**src/rtl/alu_result_tracer.sv**
```systemverilog
// Purpose: snoops the ALU result bus, queues qualifying words in a small FIFO and
//          streams each word out as four little-endian bytes over valid/ready.
// Latency: a word written at edge E0 into an empty FIFO shows byte 0 after E1.
// Backpressure: tx_ready_i=0 holds the current byte; when the FIFO is full new samples are dropped and counted.
//
// Ports:
//   clk, reset        - single rising-edge clock, async active-low reset
//   alu_result_i      - ALU result word, sampled every cycle
//   capture_en_i      - enables sampling this cycle
//   clear_i           - synchronous flush of FIFO, serializer and overflow state
//   tx_data_o/_valid_o/tx_ready_i - byte stream out
//   level_o           - words held in the FIFO (shift register not counted)
//   overflow_o        - sticky "a sample was dropped"
//   drop_count_o      - dropped-sample count, saturating at 255
module alu_result_tracer #(
  parameter int DATA_WIDTH  = 32,
  parameter int DEPTH       = 8,
  parameter int CHANGE_ONLY = 1
) (
  input  logic                         clk,
  input  logic                         reset,
  input  logic [DATA_WIDTH-1:0]        alu_result_i,
  input  logic                         capture_en_i,
  input  logic                         clear_i,
  output logic [7:0]                   tx_data_o,
  output logic                         tx_valid_o,
  input  logic                         tx_ready_i,
  output logic [$clog2(DEPTH):0]       level_o,
  output logic                         overflow_o,
  output logic [7:0]                   drop_count_o
);

  localparam int AW = $clog2(DEPTH);
  localparam int LW = AW + 1;

  typedef enum logic [2:0] {IDLE, B0, B1, B2, B3} state_t;

  state_t                state;
  logic [DATA_WIDTH-1:0] mem [DEPTH];
  logic [AW-1:0]         wr_ptr;
  logic [AW-1:0]         rd_ptr;
  logic [LW-1:0]         level;
  logic [DATA_WIDTH-1:0] last_word;
  logic [31:0]           shreg;
  logic                  tx_valid;
  logic                  overflow;
  logic [7:0]            drop_cnt;

  logic        fifo_empty;
  logic        fifo_full;
  logic        handshake;
  logic        pop;
  logic        qualify;
  logic        push;
  logic        drop;
  logic [31:0] head_word;

  assign fifo_empty = (level == '0);
  assign fifo_full  = (level == LW'(DEPTH));
  assign handshake  = tx_valid && tx_ready_i;

  // A word leaves the FIFO when the serializer is idle, or at the last byte's
  // handshake so back-to-back words stream without a bubble.
  assign pop = !clear_i && !fifo_empty &&
               ((state == IDLE) || ((state == B3) && handshake));

  assign qualify = capture_en_i &&
                   ((CHANGE_ONLY == 0) || (alu_result_i != last_word));

  // A full FIFO still accepts a sample if a slot frees up at the same edge.
  assign push = !clear_i && qualify && (!fifo_full || pop);
  assign drop = !clear_i && qualify && !push;

  assign head_word = 32'(mem[rd_ptr]);

  assign tx_data_o    = shreg[7:0];
  assign tx_valid_o   = tx_valid;
  assign level_o      = level;
  assign overflow_o   = overflow;
  assign drop_count_o = drop_cnt;

  // Storage array has no reset; validity is tracked by the pointers/level.
  always_ff @(posedge clk) begin
    if (push) begin
      mem[wr_ptr] <= alu_result_i;
    end
  end

  always_ff @(posedge clk or negedge reset) begin
    if (!reset) begin
      state     <= IDLE;
      wr_ptr    <= '0;
      rd_ptr    <= '0;
      level     <= '0;
      last_word <= '0;
      shreg     <= '0;
      tx_valid  <= 1'b0;
      overflow  <= 1'b0;
      drop_cnt  <= '0;
    end else if (clear_i) begin
      state     <= IDLE;
      wr_ptr    <= '0;
      rd_ptr    <= '0;
      level     <= '0;
      last_word <= '0;
      shreg     <= '0;
      tx_valid  <= 1'b0;
      overflow  <= 1'b0;
      drop_cnt  <= '0;
    end else begin
      if (push) begin
        wr_ptr <= wr_ptr + 1'b1;
      end
      if (pop) begin
        rd_ptr <= rd_ptr + 1'b1;
      end
      case ({push, pop})
        2'b10:   level <= level + 1'b1;
        2'b01:   level <= level - 1'b1;
        default: level <= level;
      endcase

      // Dropped samples still move last_word so a repeated value is not
      // re-attempted once space frees up.
      if (qualify) begin
        last_word <= alu_result_i;
      end
      if (drop) begin
        overflow <= 1'b1;
        if (drop_cnt != 8'hFF) begin
          drop_cnt <= drop_cnt + 1'b1;
        end
      end

      case (state)
        IDLE: begin
          if (pop) begin
            shreg    <= head_word;
            tx_valid <= 1'b1;
            state    <= B0;
          end
        end
        B0: begin
          if (handshake) begin
            shreg <= shreg >> 8;
            state <= B1;
          end
        end
        B1: begin
          if (handshake) begin
            shreg <= shreg >> 8;
            state <= B2;
          end
        end
        B2: begin
          if (handshake) begin
            shreg <= shreg >> 8;
            state <= B3;
          end
        end
        B3: begin
          if (handshake) begin
            if (pop) begin
              shreg <= head_word;
              state <= B0;
            end else begin
              shreg    <= '0;
              tx_valid <= 1'b0;
              state    <= IDLE;
            end
          end
        end
        default: begin
          shreg    <= '0;
          tx_valid <= 1'b0;
          state    <= IDLE;
        end
      endcase
    end
  end

endmodule

```
**config.mk**
```make
export PLATFORM = sky130hd
export DESIGN_NAME = alu_result_tracer
export DESIGN_NICKNAME = d
export VERILOG_FILES = /design/src/rtl/alu_result_tracer.sv
export SDC_FILE = /design/constraint.sdc
export NUM_CORES = 1
export LEC_CHECK = 0
export ABC_AREA = 0
export BUFFER_PORTS_ARGS = -buffer_cell sky130_fd_sc_hd__buf_4
export CORE_MARGIN = 2
export CORE_UTILIZATION = 40
export DETAILED_ROUTE_END_ITERATION = 8
export PLACE_DENSITY = 0.6
export REMOVE_ABC_BUFFERS = 1
export SYNTH_ARGS = -nofsm -noshare
export SYNTH_HDL_FRONTEND = slang
export SYNTH_SLANG_ARGS = --single-unit
```
**constraint.sdc**
```tcl
create_clock -name clk -period 6.35 [get_ports clk]
set_clock_uncertainty 0.15 [all_clocks]
set_input_delay 0.635 -clock clk [delete_from_list [all_inputs] [get_ports clk]]
set_output_delay 0.635 -clock clk [all_outputs]
set_load 0.005 [all_outputs]
```
# Yosys cells after proc, flatten, opt, wreduce, memory -nomap -nowiden
# Memory sizes are Yosys's and may differ from the RTL's.
# Cells that the tools add are included.
dict set report word_totals {
  reg_bits 87
  mem_bits_rw 256
  inputBits 37
  output_inout_bits 22
  word_cells 93
  memories 1
}
# memory words word_bits rd rd_clocked_by_memory_dff write_ports line
set mem_list {}
lappend mem_list {mem 8 32 1 0 1 39} ;# logic [DATA_WIDTH-1:0] mem [DEPTH];
dict set report classes {
  add_sub_neg 5
  eq_ne 17
  mux 34
  reduce_logical 27
}
# op count
set ops {}
lappend ops {{2-to-1 mux 32 bit} 7}
lappend ops {{one-hot mux 32 bit (3 select lines)} 1}
lappend ops {{!= test 32 bit} 1}
lappend ops {{2-to-1 mux 3 bit} 10}
lappend ops {{2-to-1 mux 8 bit} 3}
lappend ops {{!= test 3 bit, second input constant} 6}
lappend ops {{one-hot mux 3 bit (5 select lines)} 1}
lappend ops {{nonzero test 2 bit} 5}
lappend ops {{2-to-1 mux 1 bit} 9}
lappend ops {{adder 8 x 1 -> 8 bit, second input constant} 1}
lappend ops {{logical AND 1 bit} 8}
lappend ops {{!= test 8 bit, second input constant} 1}
lappend ops {{one-hot mux 4 bit (2 select lines)} 1}
lappend ops {{adder 3 x 1 -> 3 bit, second input constant} 2}
lappend ops {{== test 3 x 2 -> 1 bit, second input constant} 2}
lappend ops {{AND reduction 5 bit} 1}
lappend ops {{adder 4 x 1 -> 4 bit, second input constant} 1}
lappend ops {{== test 4 bit, second input constant} 1}
lappend ops {{zero test 1 bit} 4}
lappend ops {{zero test 4 bit} 1}
lappend ops {{2-to-1 mux 4 bit} 1}
lappend ops {{AND reduction 4 bit} 1}
lappend ops {{subtractor 4 x 1 -> 4 bit, second input constant} 1}
lappend ops {{== test 3 x 1 -> 1 bit, second input constant} 1}
lappend ops {{12 further kinds} 13}

# Longest topological paths before layout
dict set report logic_depth {
  ltp_word 10
  mapped_depth 12
  ltp_nobuf 12
}

# Worst setup path before layout
# Ideal clock, no wire load.
dict set report synth_path {
  path_kind {input -> register}
  start {in tx_ready_i}
  end {mem mem[0][0], enable pin}
  setup_time_ps 513
  arrival_ps 4788
  required_ps 5687
  setup_slack_ps 899
  stages 4
  n_path_buf 0
  path_cell_list {a21boi_2 -> o311ai_2 -> nand3_1 -> nor4b_1}
}
dict set report synth_between {
  elab_chain_cells 8
}
# element line
set synth_rtl {}
lappend synth_rtl {{from (decl)} 27} ;# input logic tx_ready_i,
lappend synth_rtl {{logical AND 1 bit} 60} ;# assign handshake = tx_valid && tx_ready_i;
lappend synth_rtl {{logical AND 1 bit} 65} ;# ((state == IDLE) || ((state == B3) && handshake));
lappend synth_rtl {{logical OR 1 bit} 65}
lappend synth_rtl {{logical AND 1 bit} 64} ;# assign pop = !clear_i && !fifo_empty &&
lappend synth_rtl {{logical OR 1 bit} 71} ;# assign push = !clear_i && qualify && (!fifo_full || pop);
lappend synth_rtl {{logical AND 1 bit} 71}
lappend synth_rtl {{2-to-1 mux 1 bit} 84} ;# if (push) begin
lappend synth_rtl {{2-to-1 mux 1 bit (implied by the code)} 85} ;# mem[wr_ptr] <= alu_result_i;
lappend synth_rtl {{to (decl)} 39}
# No other way between the ends.

# Worst setup path after layout
dict set report layout_path {
  start {reg last_word[3]}
  end {reg level[3], in the netlist level_o[3]}
}
dict set report layout_between {
  elab_chain_cells 7
  elab_cells_between_ends 9
  classes_between {eq/ne (3); mux (2); reduce/logical (4)}
}
# element line
set layout_rtl {}
lappend layout_rtl {{from (decl)} 43} ;# logic [DATA_WIDTH-1:0] last_word;
lappend layout_rtl {{from (signal assigned)} 126} ;# last_word <= alu_result_i;
lappend layout_rtl {{!= test 32 bit (*)} 68} ;# ((CHANGE_ONLY == 0) || (alu_result_i != last_word));
lappend layout_rtl {{logical AND 1 bit (*)} 67} ;# assign qualify = capture_en_i &&
lappend layout_rtl {{logical AND 1 bit (*) (2 in a row)} 71}
lappend layout_rtl {{== test 2 x 1 -> 1 bit or == test 2 bit (tied branches)} 117} ;# case ({push, pop})
lappend layout_rtl {{one-hot mux 4 bit (2 select lines)} 117}
lappend layout_rtl {{2-to-1 mux 4 bit} 100} ;# end else if (clear_i) begin
lappend layout_rtl {{to (signal assigned)} 118} ;# 2'b10: level <= level + 1'b1;
lappend layout_rtl {{to (signal assigned)} 119} ;# 2'b01: level <= level - 1'b1;
lappend layout_rtl {{to (signal assigned)} 120} ;# default: level <= level;
lappend layout_rtl {{to (decl)} 42} ;# logic [LW-1:0] level;
# Mark *: on every way between the ends. The rest lies on a longest branch, timed or not.
# A chain may end at the register's enable or synchronous reset.

==> results_dict.tcl <==
set metrics [dict create \
    drt_iter0_drc 548 \
    die_y_um 191 \
    hpwl_um 17700 \
    first_pass_iters 5 \
    first_global_vias 7696 \
    finalSetupViolations 0 \
    post_cts_resized 0 \
    fin_nets 961 \
    rows 68 \
    worst_slack_ns 2.26 \
    cts_buffer_depth 3 \
    path_cells "xnor2_1, nand4_1, nor4_1, nand2_1, a21oi_1, ha_1, a21oi_1, nand2_1, or3_1, a31o_1, o22ai_1, o2bb2ai_1" \
    grt_use_total_pct 17.2 \
    drc 0 \
    antenna_found_initial 0 \
    portBuffers 58 \
    wire_per_inst_um 21.8 \
    clock_latency_ns 0.51 \
    start_kind "flip-flop" \
    post_cts_buffers 0 \
    fmax_mhz 245 \
    timing.setup.tns_ns 0 \
    synth_edf_count 256 \
    diodes 0 \
    num_vias 7502 \
    hold_viol 2 \
    drtAntennaViolNets 0 \
    numClockSinks 343 \
    ys_seq_area_share_pct 70.3 \
    root_buffer "clkbuf_16" \
    placed_area_um2 15000 \
    ys_types 50 \
    yosys_warnings 0 \
    crit_type "flip-flop to flip-flop" \
    yosys.area_share.xor_xnor_pct 2.25 \
    r2r_start "last_word[3]" \
    hold_class "input pin to async pin" \
    synth-compound-area-share_pct 4.13 \
    reg2reg_to "level_o[3]" \
    drv_slew 0 \
    muxShareOfSynthArea_pct 15.2 \
    drv_cap 0 \
    ys.flop_type "edfxtp_1" \
    ys_async_sr_fraction_pct 25.4 \
    synth-simple-area-share_pct 5.70 \
    cts_tree "built" \
    cts_buffers 37 \
    die_w_um 191 \
    pre_cts_ws_ns 1.88 \
    rsz0062_at_grt "no" \
    io_pins 59 \
    cts_hold_buf 0 \
    routed_wl_um 30500 \
    fin_area_um2 16300 \
    finalWeightedCongestion 0.711 \
    cts_max_level 2 \
    cp.required_ns 6.63 \
    arrival_ns 4.37 \
    start_util_pct 40.6 \
    multiInputGateArea_um2 3970 \
    critPathSlowestCell "nor4_1" \
    syn_to_final_growth_pct 16.2 \
    drive_above_1_share_pct 23.3 \
    syn-cell-area_um2 14000 \
    slew-limit-headroom_pct 22.0 \
    worst_pin_slew_ns 1.16 \
    syn_avg_cell_area_um2 16.5 \
    layout_min_cycle_time_ns 4.09 \
    cp_top_family "simple AND/OR/NAND/NOR gates" \
    synth_top_family_by_area "multiplexers" \
    ys_seq_elements 343 \
    power_leakage_uw 0.00567 \
    fill_cells 3010 \
    powerDensity_nw_per_um2 375 \
    end_kind "flip-flop" \
    synth_cells 849 \
    fin_hold_ws_ns -0.0128 \
    final-seq-area_um2 9870 \
    grt_pass1_wl_um 47100 \
    fin_crit_sh_pct 64.3 \
    crit_buf_inv 0 \
    placeableCoreArea_um2 34500 \
    routed_via_density 5.35 \
    rrSetupSlack_ns 2.26 \
    status "finished, violations left" \
    cp_max_fo 5 \
    grt_start_max_net_pins 45 \
    synth_fa_ha_area_share_pct 0.588 \
    dieArea_um2 36600 \
    grt_overflow 0 \
    cp_slowest_stage_delay_ns 0.97 \
    vdd_ir_drop_max_mv 0.224 \
    reg2regPathDepth 12 \
    clk_pin_slew_ns 0.06 \
    violations "hold timing" \
]
## logic make-up (layout without fill, tap and decap cells)
family                     count (synthesis)  after routing
AOI/OAI and AO/OA                         99             99
buffers and inverters                     57            154
xor gates and xnor gates                  36             36
adders and majority gates                  6              6
and+or+nand+nor                          175            175
muxes                                    133            133
DFF                                      343            343
## worst max-delay path by stage
| stage | from | to | cells after the start |
|---|---|---|---|
| after global placement | alu_result_i[23] | level_o[3] | 13 |
| after CTS | last_word[3] | level_o[3] | 12 |
| after detailed placement | alu_result_i[3] | level_o[3] | 13 |
| after floorplan | tx_ready_i | mem[0][0] | 4 |
| final | last_word[3] | level_o[3] | 12 |
| after global routing | last_word[23] | level_o[3] | 12 |
## through the flow
step                power [uW]  cells  util (%)
floorplan                 3550    798         -
global placement          3960   1334      43.5
detailed placement        3970   1334      43.5
CTS                       6190   1401      47.2
global route              6390   1401      47.2
finish                    6110   1401      47.2
## power by group
group	leakage (uW)	total (uW)	switching [uW]	internal, uW
Clock	0.000615	2210	833	1380
Sequential	0.00347	2760	181	2570
Combinational	0.00159	1140	617	528
Total	0.00567	6110	1630	4480
## area by class of cell
cell class | instances | area share (%)
inverters | 6 | 0.138
clock inverters | 10 | 1.13
flip-flops and latches | 343 | 60.5
repair buffers | 81 | 3.73
clock buffers | 57 | 6.64
well taps | 455 | 3.49
multi-input cells | 449 | 24.3
## cells in the final DEF, fill, tap and decap left out, types with 3 or more instances in the layout
master / n
a21oi_1: 37
buf_4: 81
bufinv_16: 5
clkbuf_1: 13
clkbuf_16: 38
clkbuf_8: 6
dfrtp_1: 84
edfxtp_1: 256
ha_1: 5
inv_1: 6
mux2i_1: 68
mux4_2: 64
nand2_1: 52
nand3_1: 7
nand4_1: 9
nor2_1: 69
nor3_1: 4
nor3_2: 6
o21ai_0: 34
o31ai_1: 9
o32ai_1: 3
or3_1: 4
or4_1: 6
xnor2_1: 34
## synth_stat cells, drive strengths merged (2+ instances only)
library cell / number / area (um^2)
a21oi: 37 / 185
a31o: 2 / 17.5
and3: 2 / 12.5
buf: 28 / 151
clkbuf: 23 / 86.3
dfrtp: 87 / 2180
edfxtp: 256 / 7690
ha: 5 / 62.6
inv: 6 / 22.5
mux2i: 68 / 681
mux4: 64 / 1440
nand2: 52 / 195
nand2b: 2 / 12.5
nand3: 7 / 35.0
nand4: 9 / 56.3
nor2: 70 / 263
nor2b: 2 / 12.5
nor3: 11 / 60.1
nor4: 3 / 25.0
nor4b: 2 / 17.5
o21ai: 37 / 185
o22ai: 2 / 12.5
o31ai: 9 / 67.6
o32ai: 3 / 26.3
or2: 2 / 15.0
or3: 4 / 25.0
or4: 6 / 45.0
xnor2: 34 / 298
xor2: 2 / 17.5
## registers in the layout, indices dropped and copies added, names as in the netlist
register      count
mem             256
last_word        32
shreg            32
drop_count_o      8
level_o           4
rd_ptr            3
state             3
wr_ptr            3
overflow_o        1
tx_valid_o        1
## layer usage
layer | vias to the layer above | GRT usage, % | share of wire (%)
met3 | 33 | 2.85 | 3.5
met1 | 3921 | 24.4 | 46
li1 | 3410 | - | -
met5 | - | 0 | 0
met2 | 138 | 28.2 | 49
met4 | 0 | 3.67 | 1.5
Note: power is estimated with default switching activity, not from simulation.
